$ cat src/rtl/display_pkg.sv
// display_pkg: shared register addresses, FSM encoding and digit frame builder for the display scheduler
package display_pkg;
  localparam int NUM_DIGITS = 6;
  localparam logic [3:0] REG_DECODE    = 4'h9;
  localparam logic [3:0] REG_INTENSITY = 4'hA;
  localparam logic [3:0] REG_SCANLIMIT = 4'hB;
  localparam logic [3:0] REG_SHUTDOWN  = 4'hC;
  localparam logic [3:0] REG_TEST      = 4'hF;
  typedef enum logic [1:0] {ST_INIT, ST_IDLE, ST_UPDATE} state_e;
  function automatic logic [15:0] digit_frame(input logic [2:0] i, input logic [23:0] s, input logic [5:0] dp);
    return {4'h0, 1'b0, i + 3'd1, dp[i], 3'b000, s[{i, 2'b00} +: 4]};
  endfunction
endpackage

$ cat src/rtl/display_init_rom.sv
// display_init_rom: maps an init index (0..5) to its controller initialisation frame; idx_i in, frame_o out
module display_init_rom
  import display_pkg::*;
#(
  parameter logic [3:0] INTENSITY = 4'h8
) (
  input  logic [2:0]  idx_i,
  output logic [15:0] frame_o
);
  assign frame_o = idx_i == 3'd0 ? {4'h0, REG_SHUTDOWN, 8'h00} :
                   idx_i == 3'd1 ? {4'h0, REG_TEST, 8'h00} :
                   idx_i == 3'd2 ? {4'h0, REG_SCANLIMIT, 8'h05} :
                   idx_i == 3'd3 ? {4'h0, REG_DECODE, 8'hFF} :
                   idx_i == 3'd4 ? {4'h0, REG_INTENSITY, 4'h0, INTENSITY} :
                   idx_i == 3'd5 ? {4'h0, REG_SHUTDOWN, 8'h01} : 16'h0000;
endmodule

$ cat src/rtl/display_frame_scheduler.sv
// display_frame_scheduler: issues init frames after reset, then one digit-write burst per refresh tick; clk/res, ena/tick, digit inputs, frame valid/data/ready handshake, busy, init_done
module display_frame_scheduler
  import display_pkg::*;
#(
  parameter logic [3:0] INTENSITY = 4'h8,
  parameter logic [5:0] DP_MASK   = 6'b010100
) (
  input  logic        clk,
  input  logic        res,
  input  logic        ena,
  input  logic        tick,
  input  logic [2:0]  min_X0,
  input  logic [3:0]  min_0X,
  input  logic [2:0]  sec_X0,
  input  logic [3:0]  sec_0X,
  input  logic [3:0]  ces_X0,
  input  logic [3:0]  ces_0X,
  output logic        frame_valid,
  output logic [15:0] frame_data,
  input  logic        frame_ready,
  output logic        busy,
  output logic        init_done
);
  state_e      state_q;
  logic [2:0]  idx_q;
  logic        pending_q;
  logic [23:0] snap_q;
  logic        valid_q;
  logic [15:0] data_q;
  logic        busy_q;
  logic        done_q;
  logic [23:0] snap_d;
  logic [2:0]  rom_idx;
  logic [15:0] rom_frame;
  logic        xfer;
  logic        last;
  assign snap_d = {1'b0, min_X0, min_0X, 1'b0, sec_X0, sec_0X, ces_X0, ces_0X};
  assign xfer = valid_q && frame_ready;
  assign last = idx_q == 3'(NUM_DIGITS - 1);
  // Before the first init frame is presented the ROM must supply frame 0, afterwards the next one.
  assign rom_idx = valid_q ? idx_q + 3'd1 : 3'd0;
  display_init_rom #(.INTENSITY(INTENSITY)) u_rom (
    .idx_i  (rom_idx),
    .frame_o(rom_frame)
  );
  always_ff @(posedge clk) begin
    if (res) begin
      state_q   <= ST_INIT;
      idx_q     <= 3'd0;
      pending_q <= 1'b0;
      snap_q    <= 24'h0;
      valid_q   <= 1'b0;
      data_q    <= 16'h0;
      busy_q    <= 1'b0;
      done_q    <= 1'b0;
    end else begin
      case (state_q)
        ST_INIT: begin
          if (tick) pending_q <= 1'b1;
          if (!valid_q) begin
            valid_q <= 1'b1;
            busy_q  <= 1'b1;
            data_q  <= rom_frame;
          end else if (xfer) begin
            if (last) begin
              state_q <= ST_IDLE;
              idx_q   <= 3'd0;
              valid_q <= 1'b0;
              busy_q  <= 1'b0;
              done_q  <= 1'b1;
            end else begin
              idx_q  <= idx_q + 3'd1;
              data_q <= rom_frame;
            end
          end
        end
        ST_IDLE: begin
          if (ena && (tick || pending_q)) begin
            snap_q    <= snap_d;
            pending_q <= 1'b0;
            state_q   <= ST_UPDATE;
            valid_q   <= 1'b1;
            busy_q    <= 1'b1;
            data_q    <= digit_frame(3'd0, snap_d, DP_MASK);
          end else if (tick) pending_q <= 1'b1;
        end
        ST_UPDATE: begin
          if (tick) pending_q <= 1'b1;
          if (xfer) begin
            if (last) begin
              state_q <= ST_IDLE;
              idx_q   <= 3'd0;
              valid_q <= 1'b0;
              busy_q  <= 1'b0;
            end else begin
              idx_q  <= idx_q + 3'd1;
              data_q <= digit_frame(idx_q + 3'd1, snap_q, DP_MASK);
            end
          end
        end
        default: state_q <= ST_INIT;
      endcase
    end
  end
  assign frame_valid = valid_q;
  assign frame_data  = data_q;
  assign busy        = busy_q;
  assign init_done   = done_q;
endmodule

$ cat config.mk
export PLATFORM = sky130hd
export DESIGN_NAME = display_frame_scheduler
export DESIGN_NICKNAME = d
export VERILOG_FILES = /design/src/rtl/display_pkg.sv /design/src/rtl/display_init_rom.sv /design/src/rtl/display_frame_scheduler.sv
export SDC_FILE = /design/constraint.sdc
export NUM_CORES = 1
export LEC_CHECK = 0
export ABC_AREA = 1
export ABC_CLOCK_PERIOD_IN_PS = 1920
export CAP_MARGIN = 40
export CORE_ASPECT_RATIO = 0.5
export CORE_MARGIN = 2
export CORE_UTILIZATION = 25
export DETAILED_ROUTE_END_ITERATION = 7
export MAX_ROUTING_LAYER = met4
export SETUP_SLACK_MARGIN = 0.15
export SLEW_MARGIN = 20
export SYNTH_ARGS = -nofsm -noshare
export SYNTH_HDL_FRONTEND = slang
export SYNTH_SLANG_ARGS = --single-unit
$ cat constraint.sdc
create_clock -name clk -period 1.92 [get_ports clk]
set_input_delay 0.384 -clock clk [delete_from_list [all_inputs] [get_ports clk]]
set_output_delay 0.384 -clock clk [all_outputs]
set_load 0.005 [all_outputs]
==> run metrics <==
status=complete, no violations; worst r2r src=state_q[0]$_SDFFE_PP0P_; Iteration-0 DRC Markers=95; crit path launch type=register; sequential element share of the synthesized area=a little under two fifths; mux cell area share after synthesis=0%; DR pass1 iterations=6; final instance area=2989 µm²; Final Setup Violations=0; setup bufs post-CTS=0; final hold slack=approximately 0.44 ns; Die Y=70.67 µm; CORE AREA=8678 µm²; Inst Count DP=487; H-tree Lvls=2; worst hold start=snap_q[10]$_SDFFE_PP0P_; aggregate routed wire length=5470 µm; worst path required time=1.54 ns; Die Area=9704 µm²; CP endpoint=frame_valid; CTS Buf Count=5; Storage cell area=825.8 µm²; final period utilization=88.68%; Max Clock Skew=0.004937 ns; Synth Cell Area=2222 µm²; Reg2Reg Capture Point=frame_data[10]$_SDFFE_PP0P_; dpl ws=0.03106 ns; R2R Setup Slk=around 0.24 ns; Finished Layout Cells=495; vias in the first global route=2092; Starting Density=roughly 26%; Overall Global Routing Usage=12.60%; routed vias=approximately 2100; Synth Area in XOR/XNOR=0%; Pleak=0.001242 µW; max cap viols=0; R2R depth=10; fillcell total=923; Critical Path Slowest Stage Cell=clkdlybuf4s50_1; I/O Pins=46; most frequent cells in the layout=80 x nand2_1, 42 x inv_1, 41 x o21ai_0, 41 x clkdlybuf4s50_1, 39 x dfxtp_1; Levels on crit path=1; most common cell after layout, fill and taps aside=nand2_1; Cell Pwr Density=approximately 1400 nW/µm²; RSZ-0062 raised after global routing=false; number of cell rows=24; Detail Placement HPWL=3969 µm; yosys warns=0; first-pass GRT wire length=9508 µm; PnR worst setup slack=around 0.22 ns; adder-cell share of the synthesized area=just under 4%; CP Buf/Inv Count=1; Data arrival, critical path=1.32 ns; Synth Register Bits=between 40 and 50; post-synthesis simple-gate area fraction=23.87%; GRT Residual Overflow=0; Avg Inst Size Synth=6.594 µm²; port bufs=between 40 and 50; largest net degree at the start of global routing=45; synth unique cells=27; Setup CP Type=reg2out; Clock Tree Buf Depth=2; largest delay contributor family on the critical path=buffers and inverters; Area Growth Syn to Fin=34.52%; Multi-input gate area=1136 µm²; Post-DP Area=2760 µm²; routability cong.=between 0.9 and 1; Fin. Hold Viols=0; CP peak stage delay=approximately 0.56 ns; Worst-path clk slew=0.06 ns; # DRC=0; Post-layout nets=411; Inserted Diodes=0; Clk Latency, worst-skew pair=0.29 ns; Detail Route Antenna Nets=0; Post-Syn Instances=337; Hold Crit Class=reg2reg; Die X=around 140 µm; f_max=0.5873 GHz; routed vias/inst=4.293; Worst Path Max Fanout=8; fin. max-slew vios=0; setup tns final=0 ns; average wire per standard cell=11.05 µm; crit end category=output port; TritonCTS clock tree=done; share of layout cells above drive strength 1=10.32%; antenna violations before repair=0; Compound-Gate Fraction of Synth Area=21.45%; maximum vdd ir drop=0.5285 mV; Min Clock Period, post-route=around 1.7 ns; Clock Tree Root=clkbuf_16; critical path cell sequence=clkdlybuf4s50_1; Sink Count=41; Crit. Startpoint=frame_valid$_SDFFE_PP0P_; largest family of logic cells by synthesized area=simple AND/OR/NAND/NOR gates
-- how the worst min path moves through the flow --
stage | to | cells after the start
6_report | snap_q[10]$_SDFFE_PP0P_ | 2
5_1_grt | snap_q[10]$_SDFFE_PP0P_ | 2
4_1_cts | snap_q[10]$_SDFFE_PP0P_ | 2
3_5_place_dp | snap_q[10]$_SDFFE_PP0P_ | 2
3_3_place_gp | snap_q[12]$_SDFFE_PP0P_ | 2
2_1_floorplan | snap_q[5]$_SDFFE_PP0P_ | 2
-- final cells by class --
class / instances / share of cell area (%)
Inverter: 48 / 6.028
Multi-Input combinational cell: 231 / 38.01
Timing Repair Buffer: 50 / 16.95
Tap cell: 117 / 4.897
Sequential cell: 41 / 27.63
Clock inverter: 3 / 2.302
Clock buffer: 5 / 4.186
-- sequential cells by signal (all words and copies together) (netlist names) --
name         flops
pending_q        1
frame_data      10
idx_q            3
snap_q          22
init_done        1
state_q          2
busy             1
frame_valid      1
-- report_power, final --
group	leakage [µW]	switching [µW]	internal (µW)
combinational	0.000811	1120	863
sequential	0.000336	120	1050
clock	0.0000944	357	750
total	0.00124	1600	2660
-- stage by stage --
| stage | util, % | total power, µW |
|---|---|---|
| CTS | 34.07 | 4213 |
| floorplan | - | 2428 |
| finish | 34.44 | 4261 |
| global route | 34.44 | 4587 |
| global placement | 31.81 | 3066 |
| detailed placement | 31.81 | 3079 |
-- tightest hold or removal path: stages, from the launching register on --
cell     delay, ns
dfxtp_1       0.31
inv_1         0.04
a21oi_1       0.04
-- timing repair --
action,CTS,global route
endpoints found under the setup margin,3,10
gates resized for setup,3,13
hold buffers,0,0
pin swaps,1,1
-- cells by family after synthesis --
logic type / Yosys count
other cells: 1
fa+ha+maj: 7
flops: 41
simple gates: 131
compound gates: 89
buf+inv: 68
-- Yosys cell counts --
cell       n  area [µm²]
a211oi_1   5       37.54
a21oi_1   35       175.2
a21oi_2    3       26.28
buf_2      4       20.02
buf_4      6       45.04
buf_6      1       11.26
buf_8      1       15.01
clkbuf_1   7       26.28
clkbuf_2   1       5.000
conb_1     1       3.750
dfxtp_1   41       820.8
ha_1       7       87.58
inv_1     47       176.4
inv_2      1       3.750
nand2_1   81       304.0
nand2_2    2       12.51
nand3_1   10       50.05
nand3_2    1       10.01
nand3b_1   1       7.510
nand4_1    1       6.260
nor2_1    33       123.9
nor3_2     1       10.01
o211ai_1   2       15.01
o21a_1     1       7.510
o21ai_0   42       210.2
o21ai_1    1       5.000
or2_2      1       6.260
-- layer usage --
layer  global-route usage, %  wire length, µm  vias to the layer above
li1                        -                -                     1142
met1                   16.49             2744                      920
met2                   18.41             2295                       51
met3                   2.796              279                       12
met4                   6.071              151                        0
met5                       -                0                        -
Note: power is estimated with default switching activity, not from simulation.
